### src/rtl/ofmap_byte_packer.sv
// rtl/ofmap_byte_packer.sv - packs int8 conv results four per 32-bit AXI-Stream word
module ofmap_byte_packer #(
  parameter int C_S_R_AXIS_TDATA_WIDTH = 32,
  parameter int C_M_P_AXIS_TDATA_WIDTH = 32,
  parameter int C_CNT_WIDTH            = 16
) (
  input  logic                              s_axi_aclk,
  input  logic                              s_axi_aresetn,
  input  logic [C_S_R_AXIS_TDATA_WIDTH-1:0] s_r_axis_tdata,
  input  logic                              s_r_axis_tvalid,
  input  logic                              s_r_axis_tlast,
  output logic                              s_r_axis_tready,
  output logic [C_M_P_AXIS_TDATA_WIDTH-1:0] m_p_axis_tdata,
  output logic [3:0]                        m_p_axis_tstrb,
  output logic                              m_p_axis_tlast,
  output logic                              m_p_axis_tvalid,
  input  logic                              m_p_axis_tready,
  output logic [C_CNT_WIDTH-1:0]            frame_bytes,
  output logic                              frame_done
);

  logic [1:0]             lane;
  logic [23:0]            pack;
  logic [C_CNT_WIDTH-1:0] run_cnt;

  logic [7:0]             in_byte;
  logic                   accept;
  logic                   emit;
  logic [31:0]            merged;
  logic [3:0]             strb;
  logic [C_CNT_WIDTH-1:0] cnt_inc;
  logic                   unused_hi;

  assign in_byte   = s_r_axis_tdata[7:0];
  assign unused_hi = ^s_r_axis_tdata[C_S_R_AXIS_TDATA_WIDTH-1:8];

  // Stall whenever the output register is occupied and not draining, regardless of lane.
  assign s_r_axis_tready = s_axi_aresetn & (~m_p_axis_tvalid | m_p_axis_tready);
  assign accept          = s_r_axis_tvalid & s_r_axis_tready;
  assign emit            = accept & ((lane == 2'd3) | s_r_axis_tlast);
  assign frame_done      = m_p_axis_tvalid & m_p_axis_tready & m_p_axis_tlast;

  // Lanes above the current one are always zero because pack is cleared on every emit.
  assign merged  = {8'h00, pack} | ({24'h000000, in_byte} << {lane, 3'b000});
  assign cnt_inc = (run_cnt == '1) ? run_cnt : run_cnt + C_CNT_WIDTH'(1);

  always_comb begin
    strb = 4'b0001;
    case (lane)
      2'd0: strb = 4'b0001;
      2'd1: strb = 4'b0011;
      2'd2: strb = 4'b0111;
      2'd3: strb = 4'b1111;
      default: strb = 4'b0001;
    endcase
  end

  always_ff @(posedge s_axi_aclk or negedge s_axi_aresetn) begin
    if (!s_axi_aresetn) begin
      lane    <= 2'd0;
      pack    <= 24'h0;
      run_cnt <= '0;
    end else if (accept) begin
      if (emit) begin
        lane <= 2'd0;
        pack <= 24'h0;
      end else begin
        lane <= lane + 2'd1;
        pack <= merged[23:0];
      end
      run_cnt <= s_r_axis_tlast ? '0 : cnt_inc;
    end
  end

  always_ff @(posedge s_axi_aclk or negedge s_axi_aresetn) begin
    if (!s_axi_aresetn) begin
      frame_bytes <= '0;
    end else if (accept && s_r_axis_tlast) begin
      frame_bytes <= cnt_inc;
    end
  end

  // Output register: a new word may replace one being handed off in the same cycle.
  always_ff @(posedge s_axi_aclk or negedge s_axi_aresetn) begin
    if (!s_axi_aresetn) begin
      m_p_axis_tvalid <= 1'b0;
      m_p_axis_tdata  <= '0;
      m_p_axis_tstrb  <= 4'b0000;
      m_p_axis_tlast  <= 1'b0;
    end else if (emit) begin
      m_p_axis_tvalid <= 1'b1;
      m_p_axis_tdata  <= C_M_P_AXIS_TDATA_WIDTH'(merged);
      m_p_axis_tstrb  <= strb;
      m_p_axis_tlast  <= s_r_axis_tlast;
    end else if (m_p_axis_tready) begin
      m_p_axis_tvalid <= 1'b0;
    end
  end

endmodule
### config.mk
export PLATFORM = sky130hd
export DESIGN_NAME = ofmap_byte_packer
export DESIGN_NICKNAME = d
export VERILOG_FILES = /design/src/rtl/ofmap_byte_packer.sv
export SDC_FILE = /design/constraint.sdc
export NUM_CORES = 1
export LEC_CHECK = 0
export ABC_CLOCK_PERIOD_IN_PS = 5300
export BUFFER_PORTS_ARGS = -buffer_cell sky130_fd_sc_hd__buf_2
export CORE_ASPECT_RATIO = 0.7
export CORE_MARGIN = 2
export CORE_UTILIZATION = 59
export CTS_BUF_LIST = sky130_fd_sc_hd__clkbuf_16
export CTS_CLUSTER_DIAMETER = 50
export DETAILED_ROUTE_END_ITERATION = 7
export GPL_ROUTABILITY_DRIVEN = 0
export PLACE_DENSITY = 0.85
export SYNTH_ARGS = -nofsm -noshare
export SYNTH_HDL_FRONTEND = slang
export SYNTH_SLANG_ARGS = --single-unit
### constraint.sdc
create_clock -name s_axi_aclk -period 5.3 [get_ports s_axi_aclk]
set_input_delay 0.795 -clock s_axi_aclk [delete_from_list [all_inputs] [get_ports s_axi_aclk]]
set_output_delay 0.795 -clock s_axi_aclk [all_outputs]
set_load 0.005 [all_outputs]
# == Word level (Yosys, flattened, before mapping) ==
# Cells that the tools add are included.
# Widths: inputs -> output; s select.
# op_classes
mux,7
bitwise,9
shifts,1
reduce_logical,3
n_addsub,2
n_eq_ne,4
# ops
cell,count
$mux 16,2
$or 24x32->32,1
$shl 8x5->32,1
$mux 24,1
$add 16x1->16 const B,1
$eq 16x16->1 const B,1
$pmux 4 s4,1
$and 1x1->1,5
$eq 2x2->1 const B,2
$add 2x1->2 const B,1
$eq 2x1->1 const B,1
$logic_not 2->1,1
$mux 1,2
$mux 2,1
$or 1x1->1,2
$reduce_bool 2->1,1
$logic_and 1x1->1,1
$not 1->1,1
# word_totals
out_inout_bits,56
reg_bits,96
wordCells,34

# == Logic depth before layout (Yosys ltp) ==
# depth
ltp_word,6
mapped_depth,7
mapped_depth_nobuf,5

# == Least setup slack after synthesis ==
# No wires, ideal clock.
# synth_path
kind,input to output
start,input m_p_axis_tready
end,output s_r_axis_tready
path_stages,3
slack_ns,3.296
arrival_time_ns,1.209
required_time_ns,4.505
path_cell_list,nand2b_1 buf_2 and2_1
# synth_via
elab_chain_cells,2
# synth_lines
item,line,rtl
"start, declared",17,"input logic m_p_axis_tready,"
$or 1x1->1,38,assign s_r_axis_tready = s_axi_aresetn & (~m_p_axis_tvalid | m_p_axis_tready);
$and 1x1->1,38,
"end, declared",12,"output logic s_r_axis_tready,"
# No other way between the ends.

# == Worst setup path after layout ==
# layout_path
start,input s_axi_aresetn
end,register pack[15]
# layout_via
elab_chain_cells,4
# layout_lines
item,line,rtl
"start, declared",8,"input logic s_axi_aresetn,"
$and 1x1->1 *,38,
$and 1x1->1 *,39,assign accept = s_r_axis_tvalid & s_r_axis_tready;
$and 1x1->1,40,assign emit = accept & ((lane == 2'd3) | s_r_axis_tlast);
$mux 24,64,if (emit) begin
"end signal, assigned",69,pack <= merged[23:0];
"end, declared",23,logic [23:0] pack;
# Mark *: on every way between the ends. The rest lies on a longest branch, timed or not.
# A chain may end at the register's enable or synchronous reset.

==> metrics.yaml <==
clock_tree:
  hold_buffers: 0
  clockBufferDepth: 2
  cts-root-buf: "clkbuf_16"
  clkTransAtPathRegs_ps: 70
  clock_latency_ps: 340
  cts_resized: 0
  cts-buffers-inserted: 9
  cts_setup_buffers: 0
  cts_tree: "built"
  cts_sinks: 96
  h-tree-depth: 3
synthesis:
  synth_fp_nets: 503
  ys_seq_area_share_pct: 54.3
  ys_ff_latch: 96
  synth_area_leaders: "dfrtp_1, nand2_1, a31oi_1"
  synthFlopType: "dfrtp_1"
  yosysWarnings: 0
  synth_area_per_cell_sq_um: 9.57
  synth_edf_count: 0
  syn_inst: 462
  synth_area_sq_um: 4420
  synth.distinct_cells: 50
  synth_top_area_share_pct: 54.3
  async_flop_share_pct: 100
  synth_top_area_cell: "dfrtp_1"
power:
  power_leakage_nw: 2.35
  clock_power_share_pct: 30.3
  power.switching_w: 0.000729
  ir_worst_vdd_mv: 0.216
  totalPowerFinal_w: 0.00230
  p_int_w: 0.00157
  powerDensity_nw_per_um2: 452
  power_frac_comb_pct: 23.3
  seq_power_share_pct: 46.4
  netSwitchingFraction_pct: 31.7
worst_setup_path:
  cp.required_ps: 5560
  critPathMaxFanout: 44
  critPathKind: "in -> reg"
  cp-startpoint: "s_axi_aresetn"
  cp.arrival_ps: 2830
  end_kind: "register"
  setup.worst_path.start_class: "input port"
  r2r-start: "run_cnt[0]"
finish:
  stdcell_area_sq_um: 5080
  area_growth_syn_to_layout_pct: 15.0
  register_area_sq_um: 2400
  drive_gt1_share_pct: 19.4
  n_fill_cell: 560
  diodes: 0
  multiInputGateArea_sq_um: 1830
  fin_nets: 552
  layoutNonFillerInstCount: 613
routing:
  drc_errors: 0
  wl_met2_microns: 4590
  totalWireLength_microns: 10300
  routed.top_layer: "met4"
  wl_met1_microns: 4840
  wl_met3_microns: 761
  first_pass_iters: 5
  wl_per_cell_microns: 16.7
  via_per_inst: 6.12
  postRouteAntennaNets: 0
  drt-initial-drc-count: 289
  vias: 3749
global_route:
  grtUsageTotal_pct: 25.8
  grt_start_max_net_pins: 70
  grt_pass1_wl_microns: 16900
  grt.overflow.total: 0
  grt_pass1_vias: 3433
  antenna_found_initial: 0
sta:
  worst_clock_skew_ps: 6.95
  finalSetupTns_ps: 0
  hold_viol: 0
  relSlewSlack_pct: 22.1
  worst_slew_pin_slew_ps: 1160
  maxSlewViolCount: 0
  rsz0062_at_grt: "no"
  finalCritPeriodShare_pct: 48.5
  max_freq_mhz: 389
  finalSetupViolations: 0
  finalCriticalPeriod_ps: 2570
floorplan:
  start_util_pct: 60.7
  die-area_sq_um: 8210
  core-area_sq_um: 7290
  ioPinCount: 93
  die_w_microns: 107
  die_h_microns: 76.4
  rows: 26
placement:
  dp_hpwl_microns: 6860
  place_area_sq_um: 4770
  place_inst: 598
  portBuffers: 68
run:
  drv_cap: 0
outcome:
  status: "finished, final reports clean"
min_path:
  hold_path_class: "in -> async"
[flip-flops by register name (all words and copies together), names as in the netlist]
signal and flops:
m_p_axis_tstrb 4, run_cnt 16, m_p_axis_tvalid 1, m_p_axis_tlast 1, frame_bytes 16, pack 24, m_p_axis_tdata 32, lane 2
[layout by cell type (no fill, tap or decap), types with 4 or more instances in the layout]
master / synthesis / routed
a21o_1: 4 / 4
a21oi_1: 39 / 39
a31oi_1: 33 / 33
and4_1: 5 / 5
buf_2: 11 / 67
buf_4: 2 / 5
clkbuf_16: 0 / 9
dfrtp_1: 96 / 96
ha_1: 4 / 4
inv_1: 10 / 10
nand2_1: 67 / 67
nand3_1: 9 / 9
nand4_1: 6 / 6
nor2_1: 46 / 46
nor4_1: 4 / 4
o21ai_0: 38 / 38
o21ai_1: 6 / 6
o22a_1: 4 / 4
o311ai_1: 4 / 4
or3_1: 6 / 6
xnor2_1: 4 / 4
[worst paths after layout]
| path | slack [ps] | to | cells after the start |
|---|---|---|---|
| setup / recovery | 2730 | pack[15] | 5 |
| hold / removal | 430 | frame_bytes[10] | 1 |
| setup reg to reg | 2780 | run_cnt[5] | 5 |
| hold reg to reg | 470 | m_p_axis_tstrb[0] | 1 |
| max in group asynchronous | 3750 | pack[1] | 2 |
| min in group s_axi_aclk | 470 | m_p_axis_tstrb[0] | 1 |
[worst max-delay path: stages]
cell and delay [ps]:
buf_4 420, and3_1 940, buf_4 390, a31oi_1 120, nor2_1 150
[layout make-up]
cell class | instances | share of cell area [%]
clock inverter | 6 | 1.82
timing repair buffer | 72 | 7.33
clock buffer | 9 | 4.43
tap | 98 | 2.41
multi-input combinational | 321 | 35.9
inverter | 11 | 0.812
sequential | 96 | 47.2
[logic make-up after synthesis]
| group | synth area share (%) |
|---|---|
| multiplexers | 0.934 |
| adder cells (fa/ha/maj) | 1.13 |
| AND/OR/NAND/NOR | 17.9 |
| XOR/XNOR | 0.792 |
| AO/OA/AOI/OAI | 20.5 |
| flip-flops | 54.3 |
| buffers and inverters | 4.30 |
[stage by stage]
stage | worst slack [ps] | util, % | hold WS (ps)
final | 2730 | 69.8 | 427
after global routing | 2530 | 69.8 | 470
after CTS | 2760 | 69.8 | 444
after detailed placement | 2410 | 65.4 | 449
after global placement | 2460 | 65.4 | 443
after floorplan | 3300 | - | 459
[cell usage after synthesis (2+ instances only)]
cell type  instances
a211oi_1           2
a21o_1             4
a21oi_1           39
a31o_2             2
a31oi_1           33
a41oi_1            2
and2_1             3
and3_1             3
and4_1             5
buf_1              4
buf_2             11
buf_4              2
clkbuf_1          17
dfrtp_1           96
ha_1               4
inv_1             10
mux2i_1            3
nand2_1           67
nand2b_1           2
nand3_1            9
nand4_1            6
nand4_4            2
nor2_1            46
nor3_1             2
nor4_1             4
nor4_2             2
o211ai_1           3
o21ai_0           38
o21ai_1            6
o22a_1             4
o311ai_1           4
or3_1              6
xnor2_1            4
[per-layer routing]
| metal | vias up | GRT usage [%] |
|---|---|---|
| met2 | 151 | 37.1 |
| met1 | 1830 | 40.6 |
| li1 | 1760 | - |
| met3 | 8 | 4.70 |
| met4 | 0 | 6.67 |
| met5 | - | 0 |
[power by group through the flow]
stage	logic, W	clock network [W]	registers (W)
4_1_cts	0.000539	0.000702	0.00106
5_1_grt	0.000611	0.000730	0.00109
3_5_place_dp	0.000532	0	0.00107
3_3_place_gp	0.000510	0	0.00106
2_1_floorplan	0.000324	0	0.00105
6_report	0.000535	0.000696	0.00106
No activity file was read; power rests on OpenSTA's default activity.
